==> config.mk <==
export PLATFORM = sky130hd
export DESIGN_NAME = mem_access_unit
export DESIGN_NICKNAME = d
export VERILOG_FILES = /design/src/rtl/mips_pkg.sv /design/src/rtl/mem_lane_align.sv /design/src/rtl/mem_access_unit.sv
export SDC_FILE = /design/constraint.sdc
export NUM_CORES = 1
export LEC_CHECK = 0
export BUFFER_PORTS_ARGS = -buffer_cell sky130_fd_sc_hd__buf_2
export CAP_MARGIN = 20
export CORE_MARGIN = 3
export CORE_UTILIZATION = 40
export DETAILED_ROUTE_END_ITERATION = 8
export PLACE_DENSITY = 0.65
export SLEW_MARGIN = 5
export SYNTH_ARGS = -nofsm -noshare
export SYNTH_HDL_FRONTEND = slang
export SYNTH_SLANG_ARGS = --single-unit
export TNS_END_PERCENT = 20
==> constraint.sdc <==
create_clock -name clock -period 1.9 [get_ports clock]
set_input_delay 0.285 -clock clock [delete_from_list [all_inputs] [get_ports clock]]
set_output_delay 0.285 -clock clock [all_outputs]
set_load 0.02 [all_outputs]
==> src/rtl/mips_pkg.sv <==
// Shared MEM-stage definitions: mem_signals bit map, access size codes, FSM states.
`default_nettype none

package mips_pkg;

  localparam int MS_READ     = 0;
  localparam int MS_WRITE    = 1;
  localparam int MS_SIZE_LO  = 2;
  localparam int MS_SIZE_HI  = 3;
  localparam int MS_UNSIGNED = 4;

  localparam logic [1:0] SZ_BYTE = 2'b00;
  localparam logic [1:0] SZ_HALF = 2'b01;
  localparam logic [1:0] SZ_WORD = 2'b10;

  typedef enum logic [1:0] {
    ST_IDLE = 2'd0,
    ST_BUSY = 2'd1,
    ST_DONE = 2'd2
  } mem_state_e;

endpackage

`default_nettype wire

==> src/rtl/mem_lane_align.sv <==
// Combinational store lane replication / byte enables and load lane extract / extension.
`default_nettype none

module mem_lane_align
  import mips_pkg::*;
#(
  parameter int NB_DATA = 32
) (
  input  logic [1:0]         st_addr_lo,
  input  logic [1:0]         st_size,
  input  logic [NB_DATA-1:0] st_data,
  output logic [3:0]         st_be,
  output logic [NB_DATA-1:0] st_wdata,
  input  logic [1:0]         ld_addr_lo,
  input  logic [1:0]         ld_size,
  input  logic               ld_unsigned,
  input  logic [NB_DATA-1:0] ld_rdata,
  output logic [NB_DATA-1:0] ld_data
);

  logic [7:0]  byte_sel;
  logic [15:0] half_sel;

  assign byte_sel = ld_rdata[{ld_addr_lo, 3'b000} +: 8];
  assign half_sel = ld_addr_lo[1] ? ld_rdata[31:16] : ld_rdata[15:0];

  // Size 11 is reserved and falls through to the word path on both sides.
  always_comb begin
    st_be    = 4'b1111;
    st_wdata = st_data;
    case (st_size)
      SZ_BYTE: begin
        st_be    = 4'b0001 << st_addr_lo;
        st_wdata = {4{st_data[7:0]}};
      end
      SZ_HALF: begin
        st_be    = st_addr_lo[1] ? 4'b1100 : 4'b0011;
        st_wdata = {2{st_data[15:0]}};
      end
      default: ;
    endcase
  end

  always_comb begin
    ld_data = ld_rdata;
    case (ld_size)
      SZ_BYTE: ld_data = {{24{~ld_unsigned & byte_sel[7]}}, byte_sel};
      SZ_HALF: ld_data = {{16{~ld_unsigned & half_sel[15]}}, half_sel};
      default: ;
    endcase
  end

endmodule

`default_nettype wire

==> src/rtl/mem_access_unit.sv <==
// MEM-stage data-memory access controller (IDLE/BUSY/DONE req-ready handshake, stall, load align).
// Optional watchdog on BUSY enabled by defining MEM_TIMEOUT_EN.
`default_nettype none

module mem_access_unit
  import mips_pkg::*;
#(
  parameter int NB_DATA        = 32,
  parameter int NB_REGWR       = 5,
  parameter int TIMEOUT_CYCLES = 16
) (
  input  logic                clock,
  input  logic                reset,
  input  logic [NB_DATA-1:0]  alu_result_i,
  input  logic [NB_DATA-1:0]  data_wr_to_mem_i,
  input  logic [5:0]          mem_signals_i,
  input  logic [NB_REGWR-1:0] writeReg_i,
  output logic                dmem_req_o,
  output logic                dmem_we_o,
  output logic [NB_DATA-1:0]  dmem_addr_o,
  output logic [3:0]          dmem_be_o,
  output logic [NB_DATA-1:0]  dmem_wdata_o,
  input  logic [NB_DATA-1:0]  dmem_rdata_i,
  input  logic                dmem_ready_i,
  output logic                stall_o,
  output logic [NB_DATA-1:0]  load_data_o,
  output logic [NB_REGWR-1:0] load_reg_o,
  output logic                load_valid_o,
  output logic                misalign_o
);

  mem_state_e state, state_next;

  logic [1:0]          size_in;
  logic                access, is_half, is_word, misaligned, timeout;
  logic [3:0]          st_be;
  logic [NB_DATA-1:0]  st_wdata, ld_data;

  logic                we_q, unsigned_q, err_q;
  logic [1:0]          size_q, addr_lo_q;
  logic [NB_DATA-1:0]  addr_q, wdata_q, load_data_q;
  logic [3:0]          be_q;
  logic [NB_REGWR-1:0] wreg_q, load_reg_q;

  logic unused_sig;
  assign unused_sig = mem_signals_i[5];

  assign size_in    = mem_signals_i[MS_SIZE_HI:MS_SIZE_LO];
  assign access     = mem_signals_i[MS_READ] | mem_signals_i[MS_WRITE];
  assign is_half    = (size_in == SZ_HALF);
  assign is_word    = size_in[1];
  assign misaligned = (is_half & alu_result_i[0]) | (is_word & (alu_result_i[1:0] != 2'b00));

  mem_lane_align #(.NB_DATA(NB_DATA)) u_align (
    .st_addr_lo  (alu_result_i[1:0]),
    .st_size     (size_in),
    .st_data     (data_wr_to_mem_i),
    .st_be       (st_be),
    .st_wdata    (st_wdata),
    .ld_addr_lo  (addr_lo_q),
    .ld_size     (size_q),
    .ld_unsigned (unsigned_q),
    .ld_rdata    (dmem_rdata_i),
    .ld_data     (ld_data)
  );

`ifdef MEM_TIMEOUT_EN
  localparam int CNT_W = $clog2(TIMEOUT_CYCLES + 1);
  logic [CNT_W-1:0] tmo_cnt;

  // Counter is zero on every BUSY entry because it is held clear while IDLE.
  always_ff @(posedge clock) begin
    if (!reset || state != ST_BUSY) tmo_cnt <= '0;
    else                            tmo_cnt <= tmo_cnt + CNT_W'(1);
  end

  assign timeout = (state == ST_BUSY) && (tmo_cnt == CNT_W'(TIMEOUT_CYCLES - 1));
`else
  logic [31:0] unused_timeout;
  assign unused_timeout = TIMEOUT_CYCLES;
  assign timeout        = 1'b0;
`endif

  always_ff @(posedge clock) begin
    if (!reset) state <= ST_IDLE;
    else        state <= state_next;
  end

  always_comb begin
    state_next = state;
    stall_o    = 1'b0;
    case (state)
      ST_IDLE: begin
        stall_o = access;
        if (access) state_next = misaligned ? ST_DONE : ST_BUSY;
      end
      ST_BUSY: begin
        stall_o = 1'b1;
        if (dmem_ready_i || timeout) state_next = ST_DONE;
      end
      ST_DONE: state_next = ST_IDLE;
      default: state_next = ST_IDLE;
    endcase
  end

  always_ff @(posedge clock) begin
    if (!reset) begin
      we_q        <= 1'b0;
      unsigned_q  <= 1'b0;
      err_q       <= 1'b0;
      size_q      <= 2'b00;
      addr_lo_q   <= 2'b00;
      addr_q      <= '0;
      wdata_q     <= '0;
      be_q        <= 4'b0000;
      wreg_q      <= '0;
      load_data_q <= '0;
      load_reg_q  <= '0;
    end else begin
      if (state == ST_IDLE && access) begin
        err_q <= misaligned;
        if (!misaligned) begin
          addr_q     <= {alu_result_i[NB_DATA-1:2], 2'b00};
          addr_lo_q  <= alu_result_i[1:0];
          be_q       <= st_be;
          wdata_q    <= st_wdata;
          we_q       <= mem_signals_i[MS_WRITE];
          size_q     <= size_in;
          unsigned_q <= mem_signals_i[MS_UNSIGNED];
          wreg_q     <= writeReg_i;
        end
      end
      if (state == ST_BUSY) begin
        if (dmem_ready_i) begin
          if (!we_q) begin
            load_data_q <= ld_data;
            load_reg_q  <= wreg_q;
          end
        end else if (timeout) begin
          err_q <= 1'b1;
        end
      end
    end
  end

  assign dmem_req_o   = (state == ST_BUSY);
  assign dmem_we_o    = we_q;
  assign dmem_addr_o  = addr_q;
  assign dmem_be_o    = be_q;
  assign dmem_wdata_o = wdata_q;
  assign load_data_o  = load_data_q;
  assign load_reg_o   = load_reg_q;
  assign load_valid_o = (state == ST_DONE) & ~we_q & ~err_q;
  assign misalign_o   = (state == ST_DONE) & err_q;

endmodule

`default_nettype wire

* Word-level counts from Yosys, hierarchy flattened
Cells that the tools add are included.
Widths: inputs -> output; s select.
** Operators by class
- Bitwise gates (word level) :: 13
- Shift operators :: 2
- Multiplexer cells :: 10
- Reductions and logical operators :: 8
- Eq/ne operators :: 6
** Operator list (number)
- $pmux 32 s2 :: 2
- $shiftx 32x6->8 :: 1
- $mux 16 :: 1
- $pmux 4 s2 :: 1
- $and 1x1->1 :: 7
- $eq 2x1->1 const B :: 3
- $logic_not 2->1 :: 3
- $mux 2 :: 3
- $mux 4 :: 1
- $not 1->1 :: 4
- $pmux 2 s2 :: 1
- $reduce_and 2->1 :: 2
- $shl 1x2->4 const A :: 1
- $reduce_and 3->1 :: 1
- $eq 2x2->1 const B :: 1
- $ne 2x1->1 const B :: 1
- $ne 2x2->1 const B :: 1
- $or 1x1->1 :: 2
- $pmux 1 s2 :: 1
- $reduce_bool 2->1 :: 1
- $logic_and 1x1->1 :: 1
** Storage, ports and cells
- Bits in registers :: 117
- Word-level logic and storage cells :: 51
- Output and inout port bits :: 110

* Depth between registers and ports, before layout
- Depth after elaboration :: 6
- Gate-level depth with buffers :: 6

* Cells and area by module
Synthesis repeated with hierarchy kept, for this count alone.
** Unflattened totals
- Cells, all modules :: 676
- Area total of the unflattened synthesis :: 5701.7 sq um
** By module, submodules not included
- mem_access_unit :: area each 4553.1 sq um, cells each 520, instances 1
- mem_lane_align :: area each 1148.6 sq um, cells each 156, instances 1

* Worst setup path after synthesis
OpenSTA, ideal clock, no wires.
- Path type :: flip-flop to output port
- Start point :: register state[1]
- End point :: output port load_valid_o
- Stages on the path, launching flop included :: 5
- Path buffers :: 2
- Arrival :: 1389 ps
- Slack :: 226 ps
- Required time :: 1615 ps
- Cell sequence :: dfxtp_1 -> buf_4 -> inv_1 -> clkbuf_1 -> nor4_1
** On the way
- Cells in the longest elaborated chain, start to end :: 3
** Ends and longest elaborated chain
- start: declaration :: RTL line mem_access_unit.sv:32 : mem_state_e state, state_next;
- start signal: assignment :: RTL line mem_access_unit.sv:86 : else state <= state_next;
- $eq 2x2->1 :: RTL line mem_access_unit.sv:153 : assign load_valid_o = (state == ST_DONE) & ~we_q & ~err_q;
- $and 1x1->1 (2 in a row) :: RTL line mem_access_unit.sv:153
- end: declaration :: RTL line mem_access_unit.sv:28 : output logic load_valid_o,
No other way between the ends.

* Worst setup path after layout
Same ends and word-level chain as after synthesis.

==> impl_metrics.tcl <==
set metrics [dict create \
    layout_setup_ws_ps 159 \
    power_density_mw_per_mm2 983 \
    fp.dieW_um 127 \
    netlist_area_mm2 0.00587 \
    critPathMaxFanout 9 \
    htree_levels 4 \
    antenna_cells 0 \
    drt_iter0_markers 268 \
    layout_min_cycle_time_ps 1740 \
    cts_sinks 117 \
    wl_mm 17.2 \
    start_util_pct 41.6 \
    die_h_um 127 \
    arrival_ps 1460 \
    pwr-share-seq_pct 36.8 \
    nNetsFinal 940 \
    power_frac_comb_pct 19.8 \
    hold_path_class "primary input to register" \
    grt_util_all_layers_pct 20.8 \
    grt_pass1_wl_mm 27.4 \
    status "finished, final reports clean" \
    period_share_pct 91.6 \
    ys_warn_count 0 \
    grt_setup_unrepaired "false" \
    placementRows 43 \
    synth_area_per_cell_um2 9.25 \
    wl_per_cell_um 16.9 \
    core-area_mm2 0.0141 \
    fmax_mhz 574 \
    avgViaCountPerCell 5.43 \
    drtAntennaViolNets 0 \
    final_cell_area_mm2 0.00766 \
    fin_cells 1022 \
    dp_cells 991 \
    ir_drop_mv 0.603 \
    leakage_uw 0.00348 \
    cp.required_ps 1620 \
    dieArea_mm2 0.0162 \
    power_frac_clock_pct 43.4 \
    cts_root_buf "clkbuf_16" \
    antenna_found_initial 2 \
    start_kind "register" \
    cap_violations 0 \
    syn_inst 635 \
    place_ws_ps 324 \
    cts.clk_slew.worst_paths_ps 60 \
    fillers 1285 \
    pin_count 220 \
    clk_latency_ps 410 \
    numCtsBuffers 17 \
    io_buffer_count 216 \
    switching_power_uw 2110 \
    synth_seq_cells 117 \
    hold_viol 0 \
    gp_congestion 0.872 \
    area_growth_pct 30.5 \
    setup_viol 0 \
    clock_path_buffers 2 \
    dp_hpwl_mm 12.5 \
    drtPass1Iterations 5 \
    cts_hold_buffers 0 \
    tns_ps 0 \
    cts_tree "done" \
    skew_ps 9.48 \
    switching_share_pct 28.0 \
    placed_cell_area_mm2 0.00705 \
    post_cts_buffers 0 \
    overflow 0 \
    synth_cell_types 54 \
    synth_edf_count 0 \
    ys.flop_type "dfxtp_1" \
    synth-seq-area-share_pct 39.9 \
    drive_gt1_share_pct 38.8 \
    vias 5554 \
    drt_drc_violations_left 0 \
    grt_max_degree 110 \
    worstSetupPathType "register to output port" \
    cts_resized 0 \
    cp-end-kind "output port" \
    grt_pass1_vias 5373 \
    finalMaxSlewViolations 0 \
    async_reset_ff_share_pct 0 \
    power.internal_uw 5420 \
]
-- cells by family (layout without fill, tap and decap cells) --
family,after synthesis,count (layout),synth area share (%)
and+or+nand+nor,196,196,15.5
AOI/OAI and AO/OA,165,165,22.4
DFF,117,117,39.9
muxes,89,89,15.8
buffers and inverters,67,273,6.33
other,1,2,0.0639
-- cells in the final DEF, fill, tap and decap left out, drive strengths merged, types with 2 or more instances in the layout --
master,n
bufinv,3
nor4,2
nor4b,2
a211oi,19
nand2b,19
mux2,17
o211ai,9
a21o,2
a31oi,2
inv,2
nand3,8
nor2,13
nand2,124
nor3,10
dfxtp,117
buf,238
clkbuf,21
nor3b,8
clkinv,8
a21oi,41
o32ai,6
conb,2
o41ai,7
o21ba,2
a41oi,19
o211a,8
mux2i,71
o21ai,35
a311oi,8
-- registers in the layout (all words and copies together), names as in the netlist --
register      count
addr_lo_q         2
size_q            2
unsigned_q        1
load_reg_o        5
dmem_wdata_o     32
dmem_be_o         4
dmem_addr_o      30
err_q             1
state             2
wreg_q            5
load_data_o      32
dmem_we_o         1
-- layer usage --
| layer | track usage (%) | routed length [µm] | vias up |
|---|---|---|---|
| met5 | 0 | 27 | - |
| met4 | 8.33 | 437 | 4 |
| met3 | 5.94 | 1210 | 37 |
| met2 | 33.0 | 8120 | 210 |
| met1 | 26.8 | 7440 | 2611 |
| li1 | - | - | 2692 |
-- critical path, cell delays in order (launching register included) --
cell and delay, ps:
dfxtp_2 410, inv_1 170, nor4_1 240, buf_2 230
-- layout make-up --
class / count / area, µm² / area share, %
repair buffers: 238 / 1310 / 17.1
well taps: 180 / 225 / 2.94
clock inverters: 10 / 128 / 1.67
multi-input cells: 452 / 3160 / 41.2
flip-flops and latches: 117 / 2340 / 30.6
clock buffers: 21 / 480 / 6.27
inverters: 4 / 15.0 / 0.196
-- metrics by stage --
step / util (%) / total power, µW / hold slack, ps
after floorplan: - / 3820 / 427
after global placement: 50.0 / 4270 / 440
after detailed placement: 50.0 / 4310 / 447
after CTS: 54.4 / 7610 / 101
after global routing: 54.4 / 7870 / 115
final: 54.4 / 7530 / 114
-- power by group through the flow --
| stage | registers [µW] | clock network, µW | logic [µW] |
|---|---|---|---|
| 2_1_floorplan | 3000 | 0 | 815 |
| 3_3_place_gp | 2810 | 0 | 1460 |
| 3_5_place_dp | 2820 | 0 | 1490 |
| 4_1_cts | 2770 | 3340 | 1500 |
| 5_1_grt | 2790 | 3470 | 1610 |
| 6_report | 2770 | 3270 | 1490 |
-- synthesized netlist by cell type (7+ instances only) --
| cell type | number | share of area, % |
|---|---|---|
| nand2_1 | 124 | 7.9 |
| dfxtp_1 | 117 | 40 |
| mux2i_1 | 71 | 12 |
| a21oi_1 | 31 | 2.6 |
| clkbuf_1 | 31 | 2.0 |
| o21ai_0 | 29 | 2.5 |
| a41oi_1 | 19 | 2.8 |
| nand2b_1 | 19 | 2.0 |
| a211oi_2 | 17 | 3.6 |
| mux2_2 | 17 | 3.3 |
| buf_2 | 15 | 1.3 |
| nor2_1 | 13 | 0.83 |
| a21oi_2 | 10 | 1.5 |
| buf_6 | 10 | 1.9 |
| nor3_1 | 10 | 0.85 |
| o211ai_1 | 9 | 1.2 |
| nand3_1 | 8 | 0.68 |
| nor3b_1 | 8 | 1.0 |
| o211a_1 | 8 | 1.4 |
| buf_4 | 7 | 0.90 |
-- path summary, 6_finish.rpt --
kind / cells after the start / slack [ps] / to / from
worst max-delay path: 3 / 160 / load_valid_o / state[1]
worst min-delay path: 3 / 110 / dmem_addr_o[18] / alu_result_i[18]
worst max register to register: 4 / 340 / load_data_o[6] / state[0]
worst min register to register: 2 / 450 / load_reg_o[2] / wreg_q[2]
Power figures use the tool's default switching activity.
